File: src/rtl/cp0_vic.sv
// cp0_vic: CP0 register file (STATUS, CAUSE, EPC, EHB) with a fixed-priority
// vectored interrupt controller. Reads in ID, writes in EXE, and a forced
// pipeline jump on interrupt entry or ERET.
module cp0_vic #(
   parameter int unsigned N_IRQ      = 8,
   parameter int unsigned VECTORED   = 0,
   parameter int unsigned VEC_SHIFT  = 5,
   parameter logic [4:0]  ADDR_STAT  = 5'd12,
   parameter logic [4:0]  ADDR_CAUSE = 5'd13,
   parameter logic [4:0]  ADDR_EPC   = 5'd14,
   parameter logic [4:0]  ADDR_EHB   = 5'd15
) (
   input  logic             clk,
   input  logic             rst,
   input  logic [1:0]       oper,
   input  logic [4:0]       addr_r,
   output logic [31:0]      data_r,
   input  logic [4:0]       addr_w,
   input  logic [31:0]      data_w,
   input  logic             ir_en,
   input  logic [N_IRQ-1:0] irq_in,
   input  logic [31:0]      ret_addr,
   output logic             jump_en,
   output logic [31:0]      jump_addr
);

   logic             r_ie;
   logic             r_exl;
   logic [N_IRQ-1:0] r_mask;
   logic [N_IRQ-1:0] r_pend;
   logic [3:0]       r_code;
   logic [31:0]      r_epc;
   logic [31:2]      r_ehb;
   logic [31:0]      r_data_r;
   logic [N_IRQ-1:0] r_irq_prev;

   logic             w_store;
   logic             w_eret;
   logic             w_take;
   logic             w_wr_stat;
   logic             w_wr_cause;
   logic             w_wr_epc;
   logic             w_wr_ehb;
   logic [N_IRQ-1:0] w_rise;
   logic [N_IRQ-1:0] w_active;
   logic [N_IRQ-1:0] w_sel_1h;
   logic [N_IRQ-1:0] w_clr;
   logic             w_found;
   logic [3:0]       w_idx;
   logic [31:0]      w_ehb;
   logic [31:0]      w_vec_off;
   logic [31:0]      w_status;
   logic [31:0]      w_status_new;
   logic [31:0]      w_cause;
   logic [31:0]      w_cause_new;
   logic [31:0]      w_rd;

   assign w_store  = (oper == 2'b01);
   assign w_eret   = (oper == 2'b10);
   assign w_rise   = irq_in & ~r_irq_prev;
   assign w_active = r_pend & r_mask;
   assign w_ehb    = {r_ehb, 2'b00};

   // ERET takes precedence; a blocked interrupt is simply re-evaluated next cycle
   assign w_take = ir_en & r_ie & ~r_exl & (|w_active) & ~w_eret;

   // STATUS/CAUSE/EPC stores are dropped when an interrupt is taken; EHB is not
   assign w_wr_stat  = w_store & (addr_w == ADDR_STAT)  & ~w_take;
   assign w_wr_cause = w_store & (addr_w == ADDR_CAUSE) & ~w_take;
   assign w_wr_epc   = w_store & (addr_w == ADDR_EPC)   & ~w_take;
   assign w_wr_ehb   = w_store & (addr_w == ADDR_EHB);

   // Lowest-index pending and unmasked source wins
   always_comb begin
      w_idx    = '0;
      w_sel_1h = '0;
      w_found  = 1'b0;
      for (int unsigned i = 0; i < N_IRQ; i++) begin
         if (w_active[i] && !w_found) begin
            w_idx       = 4'(i);
            w_sel_1h[i] = 1'b1;
            w_found     = 1'b1;
         end
      end
   end

   assign w_vec_off = 32'(w_idx) << VEC_SHIFT;

   // PEND bits cleared this edge by take-ack or W1C store; rises override later
   assign w_clr = (w_take ? w_sel_1h : '0) | (w_wr_cause ? data_w[N_IRQ-1:0] : '0);

   // Register views: current contents and the value a same-cycle store would produce
   always_comb begin
      w_status              = '0;
      w_status[0]           = r_ie;
      w_status[1]           = r_exl;
      w_status[8 +: N_IRQ]  = r_mask;
      w_status_new             = '0;
      w_status_new[1:0]        = data_w[1:0];
      w_status_new[8 +: N_IRQ] = data_w[8 +: N_IRQ];
      w_cause               = '0;
      w_cause[N_IRQ-1:0]    = r_pend;
      w_cause[19:16]        = r_code;
      w_cause_new            = w_cause;
      w_cause_new[N_IRQ-1:0] = r_pend & ~data_w[N_IRQ-1:0];
   end

   // Read mux with write-to-read bypass of the effective store
   always_comb begin
      w_rd = '0;
      if (addr_r == ADDR_STAT)
         w_rd = (w_wr_stat && addr_w == addr_r) ? w_status_new : w_status;
      else if (addr_r == ADDR_CAUSE)
         w_rd = (w_wr_cause && addr_w == addr_r) ? w_cause_new : w_cause;
      else if (addr_r == ADDR_EPC)
         w_rd = (w_wr_epc && addr_w == addr_r) ? data_w : r_epc;
      else if (addr_r == ADDR_EHB)
         w_rd = (w_wr_ehb && addr_w == addr_r) ? {data_w[31:2], 2'b00} : w_ehb;
   end

   // Forced jump strobe and target, held quiet during reset
   always_comb begin
      jump_en   = 1'b0;
      jump_addr = '0;
      if (rst) begin
         if (w_eret) begin
            jump_en   = 1'b1;
            jump_addr = r_epc;
         end else if (w_take) begin
            jump_en   = 1'b1;
            jump_addr = w_ehb + ((VECTORED != 0) ? w_vec_off : '0);
         end
      end
   end

   // CP0 register state, edge detector and registered read data
   always_ff @(posedge clk) begin
      if (!rst) begin
         r_ie       <= 1'b0;
         r_exl      <= 1'b0;
         r_mask     <= '0;
         r_pend     <= '0;
         r_code     <= '0;
         r_epc      <= '0;
         r_ehb      <= '0;
         r_data_r   <= '0;
         r_irq_prev <= '0;
      end else begin
         r_irq_prev <= irq_in;
         r_pend     <= (r_pend & ~w_clr) | w_rise;
         r_data_r   <= w_rd;
         if (w_take) begin
            r_exl  <= 1'b1;
            r_epc  <= ret_addr;
            r_code <= w_idx;
         end else if (w_eret) begin
            r_exl <= 1'b0;
         end else if (w_wr_stat) begin
            r_ie   <= data_w[0];
            r_exl  <= data_w[1];
            r_mask <= data_w[8 +: N_IRQ];
         end
         if (w_wr_epc)
            r_epc <= data_w;
         if (w_wr_ehb)
            r_ehb <= data_w[31:2];
      end
   end

   assign data_r = r_data_r;

endmodule

File: config.mk
export PLATFORM = sky130hd
export DESIGN_NAME = cp0_vic
export DESIGN_NICKNAME = d
export VERILOG_FILES = /design/src/rtl/cp0_vic.sv
export SDC_FILE = /design/constraint.sdc
export NUM_CORES = 1
export LEC_CHECK = 0
export BUFFER_PORTS_ARGS = -buffer_cell sky130_fd_sc_hd__buf_2
export CAP_MARGIN = 25
export CORE_MARGIN = 3
export CORE_UTILIZATION = 42
export DETAILED_ROUTE_END_ITERATION = 7
export GPL_TIMING_DRIVEN = 0
export PLACE_DENSITY = 0.65
export SLEW_MARGIN = 20
export SYNTH_ARGS = -nofsm -noshare
export SYNTH_HDL_FRONTEND = slang
export SYNTH_SLANG_ARGS = --single-unit
File: constraint.sdc
create_clock -name clk -period 3.79 [get_ports clk]
set_input_delay 0.379 -clock clk [delete_from_list [all_inputs] [get_ports clk]]
set_output_delay 0.379 -clock clk [all_outputs]
set_load 0.01 [all_outputs]
# Word-level counts from Yosys, hierarchy flattened

Cells that the tools add are included.

Eq/ne operators: 11
Mux-type cells: 42
Bitwise logic cells: 23
Reduce and logical (&&, ||, !) cells: 22

Operators with widths:

| operator           | count |
|---|---|
| $mux 32            | 11 |
| $eq 5x4->1 const B | 8 |
| $and 8x8->8        | 4 |
| $mux 4             | 6 |
| $mux 8             | 3 |
| $not 8->8          | 3 |
| $mux 1             | 21 |
| $mux 16            | 1 |
| $or 8x8->8         | 2 |
| $and 1x1->1        | 11 |
| $logic_and 1x1->1  | 11 |
| $reduce_or 8->1    | 1 |
| $logic_not 1->1    | 7 |
| $eq 5x5->1         | 1 |
| $not 1->1          | 3 |
| $reduce_and 3->1   | 1 |
| $reduce_bool 3->1  | 1 |
| $eq 2x1->1 const B | 1 |
| $eq 2x2->1 const B | 1 |
| $reduce_bool 2->1  | 1 |

Register bits after elaboration: 124
Bits of input ports: 87
Output and inout bits: 65
Word-level logic and storage cells: 107

# Longest topological paths before layout

Gate-level depths: netlist of run 1.

Depth after elaboration: 28
Mapped depth: 9
Depth with buffers taken out: 6

# Worst setup path before layout of run 1

No wires, ideal clock.

Path kind: reg2reg
Start: reg r_pend[0]
End: reg r_data_r[3] (netlist: data_r[3])
Library setup time: 0.120 ns
Arrival: 2.514 ns
Data required time: 3.670 ns
Setup slack: 1.156 ns
Stages on the path, launching flop included: 8
Path buffers: 1
Period minus slack after synthesis: 2.634 ns
Cell sequence: dfxtp_1 a222oi_1 nand4_2 a2111oi_4 buf_4 mux2i_1 nor2_1 o31a_1

Longest elaborated chain between the ends: 11
Elaborated cells on any way between the ends: 14
Those cells by class: 5 x mux; 6 x bitwise; 3 x reduce/logical

Ends and longest elaborated chain:

| what                        | line | text |
|---|---|---|
| start, declared             | 30   | `logic [N_IRQ-1:0] r_pend;` |
| start signal, assigned      | 150  | `r_pend <= (r_pend & ~w_clr) \| w_rise;` |
| $and 8x8->8 *               | 61   | `assign w_active = r_pend & r_mask;` |
| $reduce_or 8->1 *           | 65   | `assign w_take = ir_en & r_ie & ~r_exl & (\|w_active) & ~w_eret;` |
| $and 1x1->1 * (2 in series) | 65   |  |
| $not 1->1 (no line) *       | -    |  |
| $and 1x1->1                 | 70   | `assign w_wr_epc = w_store & (addr_w == ADDR_EPC) & ~w_take;` |
| $logic_and 1x1->1           | 116  | `w_rd = (w_wr_epc && addr_w == addr_r) ? data_w : r_epc;` |
| $mux 32                     | 116  |  |
| $mux 32                     | 115  | `else if (addr_r == ADDR_EPC)` |
| $mux 32 *                   | 113  | `else if (addr_r == ADDR_CAUSE)` |
| $mux 32 *                   | 111  | `if (addr_r == ADDR_STAT)` |
| end signal, assigned        | 151  | `r_data_r <= w_rd;` |
| end, declared               | 34   | `logic [31:0] r_data_r;` |

Mark *: on every way between the ends. The rest lies on a longest branch, timed or not.
A chain may end at the register's enable or synchronous reset.

# Worst setup path after layout of run 1

Start: reg r_mask[0]
End: reg r_epc[4]

Longest elaborated chain between the ends: 7
Elaborated cells on any way between the ends: 8
Those cells by class: 1 x mux; 5 x bitwise; 2 x reduce/logical

Ends and longest elaborated chain:

| what                                                | line | text |
|---|---|---|
| start, declared                                     | 29   | `logic [N_IRQ-1:0] r_mask;` |
| start signal, assigned                              | 161  | `r_mask <= data_w[8 +: N_IRQ];` |
| $and 8x8->8 *                                       | 61   |  |
| $reduce_or 8->1 *                                   | 65   |  |
| $and 1x1->1 * (2 in series)                         | 65   |  |
| $not 1->1 (no line)                                 | -    |  |
| $and 1x1->1                                         | 70   |  |
| $mux 32 / $reduce_bool 2->1 (equally long branches) | -    |  |
| end signal, assigned                                | 154  | `r_epc <= ret_addr;` |
| end signal, assigned                                | 164  | `r_epc <= data_w;` |
| end, declared                                       | 32   | `logic [31:0] r_epc;` |

Marked as above.

==> results.json, run 1 <==
{
  "status": "complete, no violations",
  "nFillCells": 1417,
  "crit_arrival_ns": 3.74,
  "crit_slowest_cell": "sky130_fd_sc_hd__a222oi_1",
  "max_slew.worst_pin.slew_ns": 0.933,
  "timing.critical_path.from_type": "register",
  "cp_cell_sequence": "a222oi_1 -> nand4_2 -> nand2_1 -> clkbuf_1 -> clkbuf_1 -> a211oi_1",
  "cts_tree": "yes",
  "worst_r2r_path_depth": 6,
  "synthTopCellsByArea": "sky130_fd_sc_hd__dfxtp_1 38%, sky130_fd_sc_hd__mux2i_1 14%, sky130_fd_sc_hd__nand2_1 8.7%",
  "synthesis.area_per_instance_sq_um": 8.17,
  "synth-adder-area-share_pct": 0,
  "compound_gate_fraction_of_synth_area_pct": 19.3,
  "worst_min_delay_path_class": "in -> reg",
  "clock-root-buffer": "sky130_fd_sc_hd__clkbuf_16",
  "timing_max_transition_violations_final": 0,
  "detailedPlacementHpwl_mm": 16.2,
  "place.port_buffers": 149,
  "clock.fmax_mhz": 289,
  "clk_pin_slew_ns": 0.06,
  "power.leakage_nw": 3.34,
  "layout.cells.most_common_list": "149 x sky130_fd_sc_hd__nand2_1, 149 x sky130_fd_sc_hd__buf_2, 123 x sky130_fd_sc_hd__dfxtp_1, 89 x sky130_fd_sc_hd__a21oi_1, 88 x sky130_fd_sc_hd__mux2i_1",
  "drt_drc_violations_left": 0,
  "final-seq-area_sq_um": 2460,
  "power_per_cell_area_nw_per_um2": 399,
  "largest_net_degree_at_the_start_of_global_routing": 17,
  "end_kind": "register",
  "yosys-mux-area-fraction_pct": 15.4,
  "yosysSeqAreaShare_pct": 38.3,
  "synth_top_flop_cell": "sky130_fd_sc_hd__dfxtp_1",
  "synth_area_sq_um": 6430,
  "fraction_of_final_layout_cells_sized_beyond_drive_strength_1_pct": 20.3,
  "coreArea_sq_um": 14800,
  "critical_path.top_delay_family": "buffers and inverters",
  "antenna_found_initial": 0,
  "grt_first_pass_wirelength_mm": 33.6,
  "die_w_microns": 130,
  "rsz0062_at_grt": "false",
  "post_cts.repair.setup_buffers": 0,
  "initial_standard_cell_utilization_of_the_core_pct": 43.6,
  "cts_resized": 0,
  "regToRegEndpoint": "r_epc[4]",
  "synth.largest_area_cell": "sky130_fd_sc_hd__dfxtp_1",
  "worst_skew_pair.late_latency_ns": 0.42,
  "die_height_microns": 130,
  "synth_enable_flop_cells": 0,
  "synth_seq_cells": 123,
  "ctsLongestPathBuffers": 2,
  "grt.overflow.total": 0,
  "ctsHtreeMaxLevel": 4,
  "max-vdd-ir-drop_uv": 259,
  "grt_pass1_vias": 6130,
  "r2r_start": "r_mask[0]",
  "flow.area_growth_from_synthesis_pct": 24.9,
  "min_delay_worst_endpoint": "r_irq_prev[6]",
  "setup_viol_count_final": 0,
  "number_of_cts_inserted_buffers": 17,
  "timing.critical_path.buf_inv": 2,
  "worst_slew_margin_relative_to_its_limit_pct": 37.7,
  "detail_route.iter0.violations": 927,
  "synthesized_nets": 874,
  "globalplace.congestion": 0.902,
  "timing.hold.worst_path_depth": 2,
  "synthesized_area_fraction_occupied_by_xor_and_xnor_cells_pct": 0.681,
  "drt_pre_antenna_iters": 6,
  "synthCells": 787,
  "dr_total_vias": 6654,
  "finalNetCount": 1043,
  "synth_cell_types": 50,
  "hold_violations": 0,
  "overall_global_routing_usage_pct": 25.8,
  "synth_largest_type_area_fraction_pct": 38.3,
  "ff2ff_setup_slack_ns": 0.33,
  "ios": 152,
  "cp_common_cell": "sky130_fd_sc_hd__clkbuf_1",
  "async_flop_share_pct": 0,
  "clock_sink_count": 123,
  "dp_slack_ns": 0.462,
  "post_cts_hold_buffer_count": 0,
  "timing.clock.skew_ns": 0.00700,
  "synthesis.yosys.warnings": 0,
  "fin_tns_setup_ns": 0,
  "wire_per_inst_microns": 19.1,
  "multi_input_area_sq_um": 3680,
  "drt_wl_total_mm": 22.1,
  "rows": 44,
  "timing.hold.worst.start": "irq_in[6]",
  "die-area_sq_um": 16800,
  "synth_top_family_by_area": "simple AND/OR/NAND/NOR gates",
  "maxCapViolCount": 0,
  "path_max_fanout": 10,
  "cp.required_ns": 4.07,
  "share_of_the_clock_period_used_by_the_worst_path_after_layout_pct": 91.4,
  "fin_ws_ns": 0.326,
  "drtAntennaViolNets": 0,
  "worst-setup-path-type": "reg -> reg",
  "finalCriticalPeriod_ns": 3.46,
  "drt-vias-per-instance": 5.76,
  "critical-path-max-stage-delay_ns": 0.71,
  "yosys.area_share.simple_pct": 21.9
}
-- metrics by stage --
stage / hold slack (ns) / power, mW / util [%] / instance area (sq um) / std cells
2_1_floorplan: 0.445 / 1.43 / - / 6430 / 787
3_3_place_gp: 0.460 / 1.53 / 50.2 / 7410 / 1120
3_5_place_dp: 0.464 / 1.53 / 50.2 / 7410 / 1120
4_1_cts: 0.167 / 3.21 / 54.4 / 8020 / 1152
5_1_grt: 0.174 / 3.29 / 54.4 / 8030 / 1153
6_report: 0.175 / 3.20 / 54.4 / 8030 / 1155
-- final cells by class --
class                           count  share of cell area [%]
Antenna cell                        2                  0.0623
Buffer                             66                    3.32
Clock buffer                       21                    5.86
Clock inverter                     11                    1.78
Inverter                            5                   0.234
Multi-Input combinational cell    593                    45.9
Sequential cell                   123                    30.7
Tap cell                          184                    2.87
Timing Repair Buffer              150                    9.35
-- cell usage after synthesis, types with 3 or more instances --
library cell,instances
sky130_fd_sc_hd__a211o_1,7
sky130_fd_sc_hd__a211oi_1,35
sky130_fd_sc_hd__a21oi_1,89
sky130_fd_sc_hd__a311oi_1,3
sky130_fd_sc_hd__and2_1,29
sky130_fd_sc_hd__and3_1,7
sky130_fd_sc_hd__and3b_1,3
sky130_fd_sc_hd__buf_4,3
sky130_fd_sc_hd__clkbuf_1,60
sky130_fd_sc_hd__dfxtp_1,123
sky130_fd_sc_hd__inv_1,5
sky130_fd_sc_hd__mux2_4,5
sky130_fd_sc_hd__mux2i_1,88
sky130_fd_sc_hd__nand2_1,149
sky130_fd_sc_hd__nand2b_1,6
sky130_fd_sc_hd__nand3_1,7
sky130_fd_sc_hd__nand4_1,36
sky130_fd_sc_hd__nor2_1,52
sky130_fd_sc_hd__nor2b_1,4
sky130_fd_sc_hd__o211a_1,3
sky130_fd_sc_hd__o211ai_1,3
sky130_fd_sc_hd__o21ai_0,3
sky130_fd_sc_hd__o221ai_1,4
sky130_fd_sc_hd__o22ai_1,17
sky130_fd_sc_hd__o31a_1,7
sky130_fd_sc_hd__o32ai_1,3
sky130_fd_sc_hd__xnor2_1,4
-- flip-flops by register name (all words and copies together), names as in the netlist --
register	cells
r_irq_prev	8
data_r	32
r_exl	1
r_ie	1
r_epc	32
r_mask	8
r_ehb	30
r_code	3
r_pend	8
-- kinds of logic after synthesis --
group,Yosys count
xor+xnor,5
simple gates,304
flops,123
compound gates,188
buf+inv,71
mux,96
-- how the worst max path moves through the flow --
stage | endpoint | depth (start not counted) | slack, ns | from
floorplan | data_r[3] | 7 | 1.16 | r_pend[0]
global placement | r_epc[4] | 6 | 0.40 | r_mask[0]
detailed placement | r_epc[25] | 6 | 0.46 | r_mask[0]
CTS | r_epc[25] | 6 | 0.45 | r_mask[0]
global route | r_epc[24] | 6 | 0.19 | r_mask[0]
finish | r_epc[4] | 6 | 0.33 | r_mask[0]
-- where the power goes --
group	internal, mW	total, mW	switching [mW]	leakage [nW]
logic	0.0668	0.191	0.124	2.05
registers	1.31	1.32	0.0118	0.995
clock network	1.08	1.69	0.609	0.299
-- per-layer routing --
layer	vias up	GRT usage, %	part of all wire [%]
li1	3173	-	-
met1	3112	36.5	45
met2	328	37.8	44
met3	41	6.06	8.7
met4	0	10.7	2.8
met5	-	0	0
(Power assumes the default switching activity.)
==> run 2, diff against run 1 <==
--- a/config.mk
+++ b/config.mk
@@ -11,6 +11,7 @@
 export CORE_UTILIZATION = 42
 export DETAILED_ROUTE_END_ITERATION = 7
 export GPL_TIMING_DRIVEN = 0
+export MAX_ROUTING_LAYER = met4
 export PLACE_DENSITY = 0.65
 export SLEW_MARGIN = 20
 export SYNTH_ARGS = -nofsm -noshare
==> results.json, run 2 (synthesis results as in run 1) <==
{
  "clk_pin_slew_ns": 0.06,
  "end_kind": "register",
  "drt_drc_violations_left": 0,
  "cp.required_ns": 4.06,
  "timing.clock.skew_ns": 0.00585,
  "dp.cells": 1120,
  "clock-root-buffer": "sky130_fd_sc_hd__clkbuf_16",
  "overall_global_routing_usage_pct": 26.6,
  "power_per_cell_area_nw_per_um2": 399,
  "clock_sink_count": 123,
  "place.port_buffers": 149,
  "worst-setup-path-type": "reg -> reg",
  "status": "complete, no violations",
  "share_of_the_clock_period_used_by_the_worst_path_after_layout_pct": 91.3,
  "post_cts.repair.setup_buffers": 0,
  "flow.area_growth_from_synthesis_pct": 24.9,
  "die_w_microns": 130,
  "drtAntennaViolNets": 0,
  "cts_resized": 0,
  "critical-path-max-stage-delay_ns": 0.71,
  "drt_wl_total_mm": 22.1,
  "worst_skew_pair.late_latency_ns": 0.42,
  "cell_area_after_layout_sq_um": 8030,
  "timing_max_transition_violations_final": 0,
  "ff2ff_setup_slack_ns": 0.33,
  "cts_tree": "yes",
  "finalNetCount": 1043,
  "cp_cell_sequence": "a222oi_1 -> nand4_2 -> nand2_1 -> clkbuf_1 -> clkbuf_1 -> a211oi_1",
  "crit_slowest_cell": "sky130_fd_sc_hd__a222oi_1",
  "detail_route.iter0.violations": 865,
  "globalplace.congestion": 0.917,
  "post_cts_hold_buffer_count": 0,
  "die_height_microns": 130,
  "final-instance-count-excl-fill": 1155,
  "setup_viol_count_final": 0,
  "grt_pass1_vias": 6102,
  "wire_per_inst_microns": 19.1,
  "drt_pre_antenna_iters": 5,
  "antenna_found_initial": 1,
  "hold_violations": 0,
  "rows": 44,
  "largest_net_degree_at_the_start_of_global_routing": 17,
  "grt.overflow.total": 0,
  "ios": 152,
  "dr_total_vias": 6667,
  "power_mw": 3.20,
  "initial_standard_cell_utilization_of_the_core_pct": 43.6,
  "worst_slew_margin_relative_to_its_limit_pct": 36.0,
  "number_of_cts_inserted_buffers": 17,
  "crit_arrival_ns": 3.73,
  "layout.cells.most_common_list": "149 x sky130_fd_sc_hd__nand2_1, 149 x sky130_fd_sc_hd__buf_2, 123 x sky130_fd_sc_hd__dfxtp_1, 89 x sky130_fd_sc_hd__a21oi_1, 88 x sky130_fd_sc_hd__mux2i_1",
  "power.leakage_nw": 3.34,
  "cp_common_cell": "sky130_fd_sc_hd__clkbuf_1",
  "timing.critical_path.from_type": "register",
  "fin_tns_setup_ns": 0,
  "ctsLongestPathBuffers": 2,
  "clock.fmax_mhz": 289,
  "detailedPlacementHpwl_mm": 16.2,
  "drt-vias-per-instance": 5.77,
  "ctsHtreeMaxLevel": 4,
  "max-vdd-ir-drop_uv": 259,
  "finalCriticalPeriod_ns": 3.46,
  "rsz0062_at_grt": "false",
  "fraction_of_final_layout_cells_sized_beyond_drive_strength_1_pct": 20.3,
  "max_slew.worst_pin.slew_ns": 0.957,
  "maxCapViolCount": 0,
  "coreArea_sq_um": 14800,
  "grt_first_pass_wirelength_mm": 33.7,
  "path_max_fanout": 10,
  "postPlaceCellArea_sq_um": 7410,
  "die-area_sq_um": 16800,
  "worst_min_delay_path_class": "in -> reg"
}
-- run 2: cell counts in the layout (fill, tap and decap cells not counted) --
No cell type changed its count.
-- run 2: final timing paths --
check	end	cells past startpoint	start
worst max-delay path	r_epc[5]	6	r_mask[0]
worst min-delay path	r_irq_prev[6]	2	irq_in[6]
worst max register to register	r_epc[5]	6	r_mask[0]
worst min register to register	r_ehb[9]	2	r_ehb[9]
-- run 2: cell type report --
| type | count | area [sq um] |
|---|---|---|
| antenna | 2 | 5.00 |
| buffer | 66 | 267 |
| clock buffer | 21 | 470 |
| clock inverter | 11 | 143 |
| fill | 1417 | 6720 |
| inverter | 5 | 18.8 |
| multi-input combinational | 593 | 3680 |
| sequential | 123 | 2460 |
| tap | 184 | 230 |
| timing repair buffer | 150 | 751 |
-- run 2: metrics by stage --
stage | hold slack, ns | utilization [%] | setup WS, ns
detailed placement | 0.464 | 50.2 | 0.462
global route | 0.174 | 54.4 | 0.187
floorplan | 0.445 | - | 1.16
global placement | 0.460 | 50.2 | 0.401
CTS | 0.167 | 54.4 | 0.448
finish | 0.177 | 54.4 | 0.330
-- run 2: layer usage --
layer	track usage, %	up-vias	share of wire, %
met5	-	-	0
met4	10.7	0	2.6
met3	5.81	43	8.7
met2	37.7	313	44
met1	36.9	3136	45
li1	-	3175	-
-- run 2: where the power goes --
group / switching (mW) / internal, mW / total [mW]
combinational: 0.124 / 0.0668 / 0.190
sequential: 0.0119 / 1.31 / 1.32
clock: 0.611 / 1.08 / 1.69
-- run 2: critical path, delay by kind of cell, from the launching register on --
| family | cells | cell delay [ns] |
|---|---|---|
| buffers and inverters | 2 | 1.08 |
| and+or+nand+nor | 2 | 0.98 |
| AOI/OAI and AO/OA | 2 | 0.86 |
| DFF | 1 | 0.39 |
